==> src/rtl/seg7_pkg.sv <==
// ---------------------------------------------------------------------------
// seg7_pkg : active-low 7-segment glyph constants and nibble type
// Rev 1.0
// ---------------------------------------------------------------------------
`default_nettype none

package seg7_pkg;

  typedef logic [3:0] nibble_t;

  // All segments dark; also the idle value of the segment input register
  localparam logic [6:0] c_blank = 7'h7F;

  // Index = hex digit; each entry is seg[0:6] packed with seg[0] (segment a) as MSB
  localparam logic [6:0] c_glyph [0:15] = '{
    7'h01, 7'h4F, 7'h12, 7'h06, 7'h4C, 7'h24, 7'h20, 7'h0F,
    7'h00, 7'h04, 7'h08, 7'h60, 7'h31, 7'h42, 7'h30, 7'h38
  };

endpackage

`default_nettype wire

==> src/rtl/seg7_to_hex.sv <==
// ---------------------------------------------------------------------------
// seg7_to_hex : combinational active-low glyph to hex nibble decoder
// Rev 1.0
// ---------------------------------------------------------------------------
`default_nettype none

module seg7_to_hex
  import seg7_pkg::*;
(
  input  logic [6:0] i_glyph,
  output nibble_t    o_nibble,
  output logic       o_hit
);

  always_comb begin
    o_nibble = '0;
    o_hit    = 1'b0;
    for (int i = 0; i < 16; i++) begin
      if (i_glyph == c_glyph[i]) begin
        o_nibble = nibble_t'(i);
        o_hit    = 1'b1;
      end
    end
  end

endmodule

`default_nettype wire

==> src/rtl/seg_scan_capture.sv <==
// ---------------------------------------------------------------------------
// seg_scan_capture : recovers hex digits from a multiplexed 7-segment bus
// Rev 1.0
// ---------------------------------------------------------------------------
`default_nettype none

module seg_scan_capture
  import seg7_pkg::*;
#(
  parameter int DIGITS = 4,
  parameter int STABLE = 4
) (
  input  logic                  clk,
  input  logic                  reset,
  input  logic [DIGITS-1:0]     an,
  input  logic [0:6]            seg,
  output logic [4*DIGITS-1:0]   value,
  output logic [DIGITS-1:0]     digit_valid,
  output logic                  frame_valid,
  output logic                  err,
  output logic [2:0]            err_digit
);

  localparam logic [7:0] c_stable = 8'(STABLE);

  logic [DIGITS-1:0]   r_an;
  logic [6:0]          r_seg;
  logic [DIGITS-1:0]   r_prev_an;
  logic [6:0]          r_prev_seg;
  logic [7:0]          r_cnt;
  logic [DIGITS-1:0]   r_seen;
  logic [4*DIGITS-1:0] r_value;
  logic [DIGITS-1:0]   r_valid;
  logic                r_frame;
  logic                r_err;
  logic [2:0]          r_err_digit;

  logic [DIGITS-1:0]   w_sel;
  logic                w_onehot;
  logic                w_changed;
  logic [7:0]          w_cnt_nxt;
  logic                w_cap;
  logic [2:0]          w_idx;
  nibble_t             w_nibble;
  logic                w_hit;

  seg7_to_hex u_dec (
    .i_glyph  (r_seg),
    .o_nibble (w_nibble),
    .o_hit    (w_hit)
  );

  assign w_sel     = ~r_an;
  assign w_onehot  = (w_sel != '0) && ((w_sel & (w_sel - DIGITS'(1))) == '0);
  assign w_changed = {r_an, r_seg} != {r_prev_an, r_prev_seg};

  always_comb begin
    w_cnt_nxt = r_cnt;
    if (!w_onehot)              w_cnt_nxt = 8'd0;
    else if (w_changed)         w_cnt_nxt = 8'd1;
    else if (r_cnt < c_stable)  w_cnt_nxt = r_cnt + 8'd1;
  end

  // Fire only on the transition into STABLE so a held pattern captures once
  assign w_cap = w_onehot && (w_changed ? (c_stable == 8'd1)
                                        : (r_cnt == c_stable - 8'd1));

  always_comb begin
    w_idx = '0;
    for (int i = 0; i < DIGITS; i++) begin
      if (w_sel[i]) w_idx = 3'(i);
    end
  end

  always_ff @(posedge clk) begin
    if (reset) begin
      r_an        <= '1;
      r_seg       <= c_blank;
      r_prev_an   <= '1;
      r_prev_seg  <= c_blank;
      r_cnt       <= '0;
      r_seen      <= '0;
      r_value     <= '0;
      r_valid     <= '0;
      r_frame     <= 1'b0;
      r_err       <= 1'b0;
      r_err_digit <= '0;
    end else begin
      r_an       <= an;
      r_seg      <= seg;
      r_prev_an  <= r_an;
      r_prev_seg <= r_seg;
      r_cnt      <= w_cnt_nxt;
      r_frame    <= 1'b0;
      r_err      <= 1'b0;
      if (w_cap) begin
        if (w_hit) begin
          for (int i = 0; i < DIGITS; i++) begin
            if (w_sel[i]) r_value[4*i +: 4] <= w_nibble;
          end
          r_valid <= r_valid | w_sel;
          if ((r_seen | w_sel) == {DIGITS{1'b1}}) begin
            r_frame <= 1'b1;
            r_seen  <= '0;
          end else begin
            r_seen  <= r_seen | w_sel;
          end
        end else begin
          r_err       <= 1'b1;
          r_err_digit <= w_idx;
          r_valid     <= r_valid & ~w_sel;
        end
      end
    end
  end

  assign value       = r_value;
  assign digit_valid = r_valid;
  assign frame_valid = r_frame;
  assign err         = r_err;
  assign err_digit   = r_err_digit;

endmodule

`default_nettype wire
==> config.mk <==
export PLATFORM = sky130hd
export DESIGN_NAME = seg_scan_capture
export DESIGN_NICKNAME = d
export VERILOG_FILES = /design/src/rtl/seg7_pkg.sv /design/src/rtl/seg7_to_hex.sv /design/src/rtl/seg_scan_capture.sv
export SDC_FILE = /design/constraint.sdc
export NUM_CORES = 1
export LEC_CHECK = 0
export ABC_CLOCK_PERIOD_IN_PS = 3200
export CORE_MARGIN = 4
export CORE_UTILIZATION = 45
export DETAILED_ROUTE_END_ITERATION = 16
export PLACE_DENSITY = 0.65
export SLEW_MARGIN = 30
export SYNTH_ARGS = -nofsm -noshare
export SYNTH_HDL_FRONTEND = slang
export SYNTH_SLANG_ARGS = --single-unit
export TNS_END_PERCENT = 5
==> constraint.sdc <==
create_clock -name clk -period 3.2 [get_ports clk]
set_clock_uncertainty 0.2 [all_clocks]
set_input_delay 0.64 -clock clk [delete_from_list [all_inputs] [get_ports clk]]
set_output_delay 0.64 -clock clk [all_outputs]
set_load 0.005 [all_outputs]
Yosys cells after proc, flatten, opt, wreduce, memory -nomap -nowiden
Index checks and enable logic that the tools add are counted.
{"block": "totals", "inputBits": 13, "out_inout_bits": 25, "register_bits": 59}
{"block": "op_classes", "add_sub_neg": 2, "n_eq_ne": 18, "bitwise_logic": 9, "mux": 41, "n_reduce_logical": 16, "order_cmp": 1}
{"operator": "2-to-1 mux 4 bit", "count": 10}
{"operator": "equality test 7 x 6 -> 1 bit (second input constant)", "count": 5}
{"operator": "equality test 7 bit (second input constant)", "count": 4}
{"operator": "2-to-1 mux 1 bit", "count": 23}
{"operator": "2-to-1 mux 3 bit", "count": 6}
{"operator": "equality test 7 x 3 -> 1 bit (second input constant)", "count": 2}
{"operator": "equality test 7 x 4 -> 1 bit (second input constant)", "count": 2}
{"operator": "AND reduction 3 bit", "count": 4}
{"operator": "inequality test 11 bit", "count": 1}
{"operator": "adder 8 x 1 -> 8 bit (second input constant)", "count": 1}
{"operator": "bitwise AND 4 bit", "count": 2}
{"operator": "equality test 8 x 2 -> 1 bit (second input constant)", "count": 1}
{"operator": "< comparator 8 x 3 -> 1 bit (second input constant)", "count": 1}
{"operator": "inverter 4 bit", "count": 2}
{"operator": "OR 4 bit", "count": 2}
{"operator": "equality test 7 x 1 -> 1 bit (second input constant)", "count": 1}
{"operator": "equality test 7 x 5 -> 1 bit (second input constant)", "count": 1}
{"operator": "zero test 7 bit", "count": 1}
{"operator": "OR reduction 3 bit", "count": 2}
{"operator": "equality test 4 bit (second input constant)", "count": 1}
{"operator": "zero test 4 bit", "count": 1}
{"operator": "2-to-1 mux 2 bit", "count": 2}
{"operator": "AND reduction 2 bit", "count": 2}
{"operator": "nonzero test 4 bit", "count": 1}
{"operator": "5 further kinds", "count": 9}

Depth between registers and ports, before layout
{"block": "logic_depth", "word_depth": 19, "mapped_depth": 9, "depth_no_buf": 6}

Hierarchy
A second synthesis with hierarchy kept.
{"block": "unflattened", "cells_unflattened": 271, "area_unflattened_um2": 2602.5}
{"module": "seg_scan_capture", "area_per_inst_um2": 2239.6, "instances": 1, "seq_area_each_um2": 1161.1, "cells_per_inst": 217}
{"module": "seg7_to_hex", "area_per_inst_um2": 362.8, "instances": 1, "seq_area_each_um2": 0.0, "cells_per_inst": 54}

Worst setup path after synthesis
OpenSTA, ideal clock, no wires.
{"block": "synth_timing", "path_type": "register to register", "from": "register r_seg[3]", "to": "register r_seen[0]", "setup_time_ps": 79, "path_slack_ps": 694, "arrival_ps": 2227, "stages_incl_launch_ff": 9, "cell_sequence": "dfxtp_1 -> buf_6 -> or4_4 -> or4b_1 -> o2111ai_2 -> nor4_2 -> buf_6 -> or3_4 -> a211oi_2"}
{"block": "synth_via", "elab_chain_cells": 18, "elab_cells_between_ends": 36, "classes_between": "eq/ne (16); mux (17); reduce/logical (3)"}
{"item": "start: declaration", "line": "seg_scan_capture.sv:27", "rtl": "logic [6:0] r_seg;"}
{"item": "start signal: assignment", "line": "seg_scan_capture.sv:78", "rtl": "r_seg <= c_blank;"}
{"item": "start signal: assignment", "line": "seg_scan_capture.sv:90", "rtl": "r_seg <= seg;"}
{"item": "equality test 7 x 1 -> 1 bit", "line": "seg7_to_hex.sv:19", "rtl": "if (i_glyph == c_glyph[i]) begin"}
{"item": "2-to-1 mux 1 bit (16 in series)", "line": "seg7_to_hex.sv:19"}
{"item": "AND reduction 2 bit (no source line) *"}
{"item": "end signal: assignment", "line": "seg_scan_capture.sv:106", "rtl": "r_seen <= r_seen | w_sel;"}
{"item": "end: declaration", "line": "seg_scan_capture.sv:31", "rtl": "logic [DIGITS-1:0] r_seen;"}
Mark *: on every way between the ends. The rest lies on a longest branch, timed or not.
A chain may end at the register's enable or synchronous reset.

Worst setup path in the final report
{"block": "layout_timing", "from": "register r_seg[3]", "to": "register r_seen[2]"}
Same word-level chain as after synthesis.

==> impl_metrics.xml <==
<?xml version="1.0" encoding="UTF-8"?>
<metrics>
  <group name="run">
    <metric name="max_cap_violations" unit="">0</metric>
  </group>
  <group name="critical_path">
    <metric name="worstPathRequired" unit="ps">3260</metric>
    <metric name="critical-path-top-delay-family" unit="">simple AND/OR/NAND/NOR gates</metric>
    <metric name="cells_traversed_along_the_worst_timing_path" unit="">or4b_1, a2111oi_0, a41o_1, nor4_4, or3_1, a211oi_2</metric>
    <metric name="crit_type" unit="">flop to flop</metric>
    <metric name="worstPathMaxFanout" unit="">16</metric>
    <metric name="timing.critical_path.to_type" unit="">flop</metric>
    <metric name="timing.critical_path.buf_inv" unit="">0</metric>
    <metric name="arrival" unit="ps">2870</metric>
    <metric name="reg2reg_slack" unit="ps">390</metric>
    <metric name="cp_slowest_cell" unit="">or4b_1</metric>
    <metric name="timing.critical_path.slowest_cell_delay" unit="ps">580</metric>
    <metric name="worst_setup_path_start_kind" unit="">flop</metric>
  </group>
  <group name="logic_synthesis">
    <metric name="async_flop_share" unit="">0</metric>
    <metric name="synthDistinctLibCells" unit="">53</metric>
    <metric name="ys_dominant_reg_cell" unit="">dfxtp_1</metric>
    <metric name="synth.top_cells.by_area" unit="">dfxtp_1 46%, mux2i_1 6.3%, or2_2 4.7%</metric>
    <metric name="synth_top_cells_by_count" unit="">58 x dfxtp_1, 25 x nand2_1, 19 x or2_2</metric>
    <metric name="synthesis.yosys.warnings" unit="">0</metric>
    <metric name="synth_largest_area_cell" unit="">dfxtp_1</metric>
    <metric name="seq_area_frac_synth" unit="">0.460</metric>
    <metric name="postSynthRegisterBits" unit="">58</metric>
    <metric name="synth_enable_flop_cells" unit="">0</metric>
    <metric name="netlist_instances" unit="">266</metric>
    <metric name="synth_top_cell_area_share" unit="">0.460</metric>
    <metric name="synthMostInstantiatedCell" unit="">dfxtp_1</metric>
    <metric name="synth_fp_nets" unit="">280</metric>
    <metric name="syn-cell-area" unit="um^2">2520</metric>
    <metric name="mean_post_synth_cell_area" unit="um^2">9.49</metric>
  </group>
  <group name="clock_tree">
    <metric name="cts_made_buffers" unit="">9</metric>
    <metric name="clock_sink_count" unit="">58</metric>
    <metric name="post_cts_buffers" unit="">0</metric>
    <metric name="cts_buffer_depth" unit="">2</metric>
    <metric name="cts_repair_resize_count" unit="">0</metric>
    <metric name="cts_hold_buf" unit="">0</metric>
    <metric name="htreeDepth" unit="">3</metric>
    <metric name="insertion_delay" unit="ps">330</metric>
    <metric name="tritoncts" unit="">built</metric>
    <metric name="cts_root_buf" unit="">clkbuf_8</metric>
    <metric name="clock_pin_slew_reported_for_the_worst_setup_and_hold_paths_after_clock_tree_synthesis" unit="ps">60</metric>
  </group>
  <group name="detailed_routing">
    <metric name="postRouteAntennaNets" unit="">0</metric>
    <metric name="detail_route.iter0.violations" unit="">60</metric>
    <metric name="detailed_route_wire_length_per_cell" unit="um">13.3</metric>
    <metric name="dr.pass1.iters" unit="">4</metric>
    <metric name="drt-total-wl" unit="um">4950</metric>
    <metric name="drt-vias-per-instance" unit="">5.16</metric>
    <metric name="route.detailed.drc" unit="">0</metric>
    <metric name="vias" unit="">1921</metric>
  </group>
  <group name="sta">
    <metric name="totalNegativeSetupSlack" unit="ps">0</metric>
    <metric name="highest_attainable_clock_frequency" unit="MHz">355</metric>
    <metric name="setup_slack" unit="ps">386</metric>
    <metric name="transition_at_the_pin_with_the_smallest_max_transition_slack" unit="ps">664</metric>
    <metric name="relSlewSlack" unit="">0.554</metric>
    <metric name="hold_viol_final" unit="">0</metric>
    <metric name="rsz_0062_raised_after_global_routing" unit="">false</metric>
    <metric name="final_slew_violations" unit="">0</metric>
    <metric name="setup_viol" unit="">0</metric>
    <metric name="timing.final.crit_period" unit="ps">2810</metric>
    <metric name="final_min_period_over_clock_period" unit="">0.879</metric>
  </group>
  <group name="global_routing">
    <metric name="gr-total-overflow" unit="">0</metric>
    <metric name="grt_pass1_vias" unit="">1733</metric>
    <metric name="grt_pass1_wl" unit="um">8300</metric>
    <metric name="global_route.usage.total" unit="">0.150</metric>
    <metric name="pin_count_of_the_biggest_net_entering_global_routing" unit="">37</metric>
    <metric name="antenna_violations_before_repair" unit="">0</metric>
  </group>
  <group name="floorplan">
    <metric name="top_level_ports" unit="">38</metric>
    <metric name="start_util" unit="">0.461</metric>
    <metric name="dieHeight" unit="um">82.9</metric>
    <metric name="floorplan.rows" unit="">27</metric>
    <metric name="chipWidth" unit="um">82.9</metric>
    <metric name="full_die_area" unit="um^2">6870</metric>
    <metric name="floorplan.core_area" unit="um^2">5470</metric>
  </group>
  <group name="pwr">
    <metric name="max-vdd-ir-drop" unit="uV">261</metric>
    <metric name="p_leak" unit="nW">1.20</metric>
    <metric name="power.density_cell_area" unit="nW/um^2">488</metric>
  </group>
  <group name="place">
    <metric name="preCtsSetupSlack" unit="ps">381</metric>
    <metric name="io_buffer_count" unit="">36</metric>
    <metric name="hpwl" unit="um">3500</metric>
    <metric name="gp_congestion" unit="">0.821</metric>
  </group>
  <group name="cells_and_area">
    <metric name="area_delta_synth_final" unit="%">23.8</metric>
    <metric name="nNetsFinal" unit="">310</metric>
    <metric name="filler_cell_count" unit="">509</metric>
    <metric name="antennaDiodeCount" unit="">0</metric>
    <metric name="final_layout_size_suffix_gt1_frac" unit="">0.173</metric>
  </group>
  <group name="worst_hold_path">
    <metric name="hold_path.class" unit="">flop to flop</metric>
  </group>
  <group name="outcome">
    <metric name="run_status" unit="">completed</metric>
  </group>
</metrics>
[final cells by class]
type                            count  area [um^2]  share of cell area
Multi-Input combinational cell    176         1230               0.393
Sequential cell                    58         1160               0.371
Timing Repair Buffer               43          413               0.132
Clock buffer                       13          169              0.0540
Tap cell                           72         90.1              0.0288
Clock inverter                      2         35.0              0.0112
Inverter                            8         30.0             0.00961
[state kept, by name, indices dropped and copies added (netlist names), 2 cells and up, named ones only]
name	cells
err_digit	2
r_an	4
r_cnt	8
r_prev_an	4
r_prev_seg	7
r_seen	4
r_seg	7
value	16
[cell families after synthesis]
logic type,after synthesis,synth area share
AO/OA/AOI/OAI,42,0.126
XOR/XNOR,12,0.0416
adder cells (fa/ha/maj),1,0.00496
buffers and inverters,32,0.0570
flip-flops,58,0.460
multiplexers,16,0.0635
other,1,0.00149
AND/OR/NAND/NOR,104,0.245
[metrics by stage]
stage                     area [um^2]  total power [mW]  utilization  hold WS, ps  cells
final                            3130              1.53        0.571          254    372
after global routing             3130              1.59        0.571          278    372
after CTS                        3130              1.54        0.571          259    372
after detailed placement         2920             0.858        0.534          241    357
after global placement           2910             0.858        0.532          238    357
after floorplan                  2520             0.828            -          220    266
[report_power, final]
| group | switching (mW) | internal [mW] |
|---|---|---|
| registers | 0.0218 | 0.736 |
| clock network | 0.267 | 0.418 |
| logic | 0.0399 | 0.0433 |
[cell usage in the layout (no fill, tap or decap), types with 3 or more instances in the layout]
master	count
dfxtp_1	58
clkdlybuf4s50_1	36
nand2_1	25
or2_2	19
mux2i_1	16
xor2_1	12
clkbuf_8	12
a21oi_1	10
inv_1	8
nor2_1	8
nor3_1	7
buf_4	7
or3_1	6
nor4_1	5
and2_1	5
nor2b_1	5
nand2b_1	4
a211oi_2	4
o21ai_1	4
or4b_1	3
a41o_1	3
o211ai_1	3
[metal layers]
layer / GRT usage / vias up / part of all wire
li1: - / 991 / -
met1: 0.203 / 865 / 0.48
met2: 0.217 / 58 / 0.44
met3: 0.0357 / 7 / 0.055
met4: 0.0847 / 0 / 0.020
met5: 0 / - / 0
[worst reg2reg max path: stages, from the launching register on]
cell	delay (ps)
dfxtp_1	450
or4b_1	580
a2111oi_0	450
a41o_1	240
nor4_4	110
or3_1	470
a211oi_2	240
[final timing paths]
path / cells after the start / start / to
min: 1 / r_cnt[5]$_SDFFE_PP0P_ / r_cnt[5]$_SDFFE_PP0P_
max reg2reg: 6 / r_seg[3]$_SDFF_PP1_ / r_seen[2]$_SDFFE_PP0P_
max: 6 / r_seg[3]$_SDFF_PP1_ / r_seen[2]$_SDFFE_PP0P_
min reg2reg: 1 / r_cnt[5]$_SDFFE_PP0P_ / r_cnt[5]$_SDFFE_PP0P_
Note: power is estimated with default switching activity, not from simulation.
